==> src/rtl/instr_fetch_ctrl.sv <==
// Instruction-fetch sequencer: owns the PC, drives instruction-memory address,
// and maintains the IF/ID pipeline register with stall, branch flush and end detection.
module instr_fetch_ctrl #(
  parameter int unsigned ADDR_W    = 32,
  parameter int unsigned LAST_ADDR = 128,
  parameter logic [31:0] NOP_WORD  = 32'h8000_0000,
  parameter int unsigned CNT_W     = 16
) (
  input  logic              clk,
  input  logic              rst_n,
  input  logic              start,
  input  logic              stall,
  input  logic              br_taken,
  input  logic [ADDR_W-1:0] br_target,
  output logic [ADDR_W-1:0] mem_addr,
  input  logic [31:0]       mem_data,
  output logic [31:0]       ifid_instr,
  output logic [ADDR_W-1:0] ifid_npc,
  output logic              ifid_valid,
  output logic              busy,
  output logic              done,
  output logic [CNT_W-1:0]  issued
);

  localparam logic [ADDR_W-1:0] LAST = ADDR_W'(LAST_ADDR);

  typedef enum logic [1:0] {S_IDLE, S_RUN, S_DONE} state_t;

  state_t            state_q, state_d;
  logic [ADDR_W-1:0] pc_q, pc_d;
  logic [31:0]       instr_q, instr_d;
  logic [ADDR_W-1:0] npc_q, npc_d;
  logic              valid_q, valid_d;
  logic              busy_q, busy_d;
  logic              done_q, done_d;
  logic [CNT_W-1:0]  issued_q, issued_d;

  always_comb begin
    state_d  = state_q;
    pc_d     = pc_q;
    instr_d  = instr_q;
    npc_d    = npc_q;
    valid_d  = valid_q;
    issued_d = issued_q;
    unique case (state_q)
      S_IDLE, S_DONE: begin
        if (start) begin
          state_d  = S_RUN;
          pc_d     = '0;
          issued_d = '0;
        end
      end
      S_RUN: begin
        // Branch flush outranks stall; out-of-range PC never indexes memory.
        if (br_taken) begin
          pc_d    = br_target;
          instr_d = NOP_WORD;
          npc_d   = '0;
          valid_d = 1'b0;
        end else if (stall) begin
          pc_d = pc_q;
        end else if (pc_q > LAST) begin
          state_d = S_DONE;
          instr_d = NOP_WORD;
          npc_d   = '0;
          valid_d = 1'b0;
        end else begin
          instr_d = mem_data;
          npc_d   = pc_q + 1'b1;
          valid_d = 1'b1;
          pc_d    = pc_q + 1'b1;
          if (issued_q != '1) issued_d = issued_q + 1'b1;
        end
      end
      default: state_d = S_IDLE;
    endcase
    busy_d = (state_d == S_RUN);
    done_d = (state_d == S_DONE);
  end

  always_ff @(posedge clk or negedge rst_n) begin
    if (!rst_n) begin
      state_q  <= S_IDLE;
      pc_q     <= '0;
      instr_q  <= NOP_WORD;
      npc_q    <= '0;
      valid_q  <= 1'b0;
      busy_q   <= 1'b0;
      done_q   <= 1'b0;
      issued_q <= '0;
    end else begin
      state_q  <= state_d;
      pc_q     <= pc_d;
      instr_q  <= instr_d;
      npc_q    <= npc_d;
      valid_q  <= valid_d;
      busy_q   <= busy_d;
      done_q   <= done_d;
      issued_q <= issued_d;
    end
  end

  assign mem_addr   = pc_q;
  assign ifid_instr = instr_q;
  assign ifid_npc   = npc_q;
  assign ifid_valid = valid_q;
  assign busy       = busy_q;
  assign done       = done_q;
  assign issued     = issued_q;

endmodule

==> config.mk <==
export PLATFORM = sky130hd
export DESIGN_NAME = instr_fetch_ctrl
export DESIGN_NICKNAME = d
export VERILOG_FILES = /design/src/rtl/instr_fetch_ctrl.sv
export SDC_FILE = /design/constraint.sdc
export NUM_CORES = 1
export LEC_CHECK = 0
export ABC_AREA = 1
export CORE_MARGIN = 3
export CORE_UTILIZATION = 47
export DETAILED_ROUTE_END_ITERATION = 8
export PLACE_DENSITY = 0.82
export SLEW_MARGIN = 20
export SYNTH_ARGS = -nofsm -noshare
export SYNTH_HDL_FRONTEND = slang
export SYNTH_SLANG_ARGS = --single-unit
==> constraint.sdc <==
create_clock -name clk -period 2.1 [get_ports clk]
set_input_delay 0.21 -clock clk [delete_from_list [all_inputs] [get_ports clk]]
set_output_delay 0.21 -clock clk [all_outputs]
set_load 0.05 [all_outputs]
==> results of run 1 <==
path summary, 6_finish.rpt:
check | start | endpoint | slack, ps | depth (start not counted)
worst min register to register | ifid_npc[1]$_DFFE_PN0P_ | ifid_npc[1]$_DFFE_PN0P_ | 480 | 2
min in group clk | br_target[21] | mem_addr[21]$_DFFE_PN0P_ | 330 | 3
worst max register to register | issued[1]$_DFFE_PN0P_ | issued[10]$_DFFE_PN0P_ | 180 | 9
max in group asynchronous | rst_n | issued[0]$_DFFE_PN0P_ | 1160 | 3
worst max-delay path | issued[2]$_DFFE_PN0P_ | issued[2] | 120 | 1
worst min-delay path | rst_n | ifid_instr[0]$_DFFE_PN0P_ | 300 | 2
final cells by class:
cell class,instances,share of cell area
repair buffers,205,0.237
well taps,168,0.0245
flip-flops and latches,117,0.341
clock buffers,21,0.0559
multi-input cells,565,0.299
clock inverters,11,0.0173
inverters,56,0.0253
cells in the mapped netlist (4+ instances only):
library cell | instances | area [um2]
inv_1 | 50 | 188
nand4_1 | 6 | 37.5
nand2_1 | 289 | 1080
inv_2 | 4 | 15.0
buf_2 | 5 | 25.0
nand3_1 | 33 | 165
dfrtp_1 | 116 | 2900
clkbuf_1 | 9 | 33.8
o21ai_0 | 19 | 95.1
a21oi_1 | 6 | 30.0
nor2_2 | 4 | 25.0
nand2_2 | 51 | 319
buf_6 | 4 | 45.0
xor2_1 | 14 | 123
nor2_1 | 115 | 432
cells in the final DEF, fill, tap and decap left out, types with 2 or more instances in the layout:
master,n
a21oi_1,6
a22oi_1,3
buf_12,3
buf_4,19
bufinv_16,3
clkbuf_16,17
clkbuf_8,4
clkdlybuf4s50_1,182
clkinv_4,2
clkinvlp_4,6
dfrtp_1,115
ha_1,2
inv_1,50
inv_2,4
nand2_1,289
nand2_2,51
nand3_1,33
nand3_2,3
nand3_4,2
nand4_1,6
nor2_1,115
nor2_2,4
nor3_1,3
o21ai_0,19
o21ai_1,3
o22ai_1,2
xnor2_1,3
xor2_1,14
power by group:
part | leakage (nW) | switching (mW) | internal [mW]
Clock | 0.290 | 1.02 | 1.99
Combinational | 2.00 | 2.54 | 1.19
Sequential | 1.60 | 0.371 | 2.58
Total | 3.88 | 3.93 | 5.76
routing by layer:
layer / vias to the layer above / track usage
met5: - / 0
met4: 0 / 0.0637
met3: 19 / 0.0514
met2: 192 / 0.384
met1: 2498 / 0.316
li1: 2758 / -
registers in the layout (all words and copies together), names as in the netlist:
signal and cells:
state_q 2, ifid_instr 32, done 1, mem_addr 32, busy 1, ifid_valid 1
ifid_npc 32, issued 16
metrics by stage:
step / area [um2] / total power [mW] / instances
2_1_floorplan: 5870 / 5.31 / 761
3_3_place_gp: 7950 / 6.66 / 1110
3_5_place_dp: 7950 / 6.70 / 1110
4_1_cts: 8580 / 9.75 / 1143
5_1_grt: 8590 / 10.2 / 1143
6_report: 8590 / 9.69 / 1143
logic make-up after synthesis:
kind of cell,synth area share
xor+xnor,0.0254
simple gates,0.373
fa+ha+maj,0.00640
compound gates,0.0324
flops,0.499
buf+inv,0.0638
repair_timing:
| item | 4_1_cts | 5_1_grt |
|---|---|---|
| hold buffers | 1 | 0 |
| setup endpoints to repair | 0 | 13 |
| gates resized for setup | 0 | 2 |
| hold endpoints to repair | 36 | 0 |
==> flow_summary.ini, run 1 <==
[run_status]
status = completed

[setup_path]
cp_slowest_cell = clkdlybuf4s50_1
path_cells = clkdlybuf4s50_1
critPathLaunchType = register
cpLargestDelayFamily = buffers and inverters
crit_buf_inv = 1
slowest_delay_ps = 870
critPathCaptureType = output port
worstPathRequired_ps = 1890
cp.arrival_ps = 1770
worstPathMaxFanout = 7
crit_type = reg -> out

[cts]
h-tree-depth = 4
cts_buffers = 17
post-cts-setup-buffers = 0
cts.clk_slew.worst_paths_ps = 50
cts-root-buf = clkbuf_16
cts_tree = yes
cts_sinks = 117
clock_latency_ps = 410
clk_path_buf_depth = 2

[synth]
synthArstFlopShare = 1.00
ys_ff_latch = 117
synth_nets = 833
synth-edff-count = 0
synth_cells = 761
synth.cell_area_um2 = 5870
ys_warn_count = 0
yosysUniqueCellTypes = 34
ys_seq_area_frac = 0.499
synth_flop_cell = dfrtp_1
synth.avg_cell_area_um2 = 7.71

[timing]
rsz0062_at_grt = false
tns_ps = 0
fin_hold_ws_ps = 305
finalCritPeriodShare = 0.944
drv_slew = 0
fmax_ghz = 0.504
timing.slew.headroom = 0.619
worst_pin_slew_ps = 570
setup_ws_ps = 117
setup_violations = 0
hold_viol = 0
fin_skew_ps = 9.36
min_period_ps = 1980

[run]
maxCapViolCount = 0

[global_routing]
grtUsageTotal = 0.234
grt_max_degree = 47
grt_remaining_overflow = 0
grt_pass1_vias = 5343
grt_antenna_before_repair = 0
grt_pass1_wl_um = 26500

[power_and_ir_drop]
leakage_nw = 3.88
powerDensity_nw_per_um2 = 1130
ir_drop_v = 0.00117

[layout]
layout.area.seq_um2 = 2930
final_core_util = 0.709
area_growth_pct = 46.4
diodes = 0
multi_input_area_um2 = 2570
fillers = 985
drive_gt1_frac = 0.130
nNetsFinal = 1034

[detailed_routing]
drc = 0
drt_iter0_drc = 426
met1_length_um = 7120
wl_um = 15900
num_vias = 5467
route.detailed.wl_per_inst_um = 13.9
detail-route-antenna-nets = 0
wl_met2_um = 7670
met3_length_um = 917
top_layer_used = met4
dr.pass1.iters = 4
vias_per_cell = 4.78

[place]
portBuffers = 183
hpwl_um = 11400
pre_cts_slack_ps = 154
gp_congestion = 0.853

[die]
die_width_um = 118
start_util = 0.484
io_pins = 184
core_um2 = 12100
die_h_um = 118
die_area_um2 = 13900
rows = 40

[worst_hold_path]
hold_class = in -> async
Power figures use the tool's default switching activity.
==> run 2, diff against run 1 <==
Settings changed: CAP_MARGIN set to 20.
==> results of run 2 <==
Same layout as run 1: the final DEF is identical, and so are final timing and power.
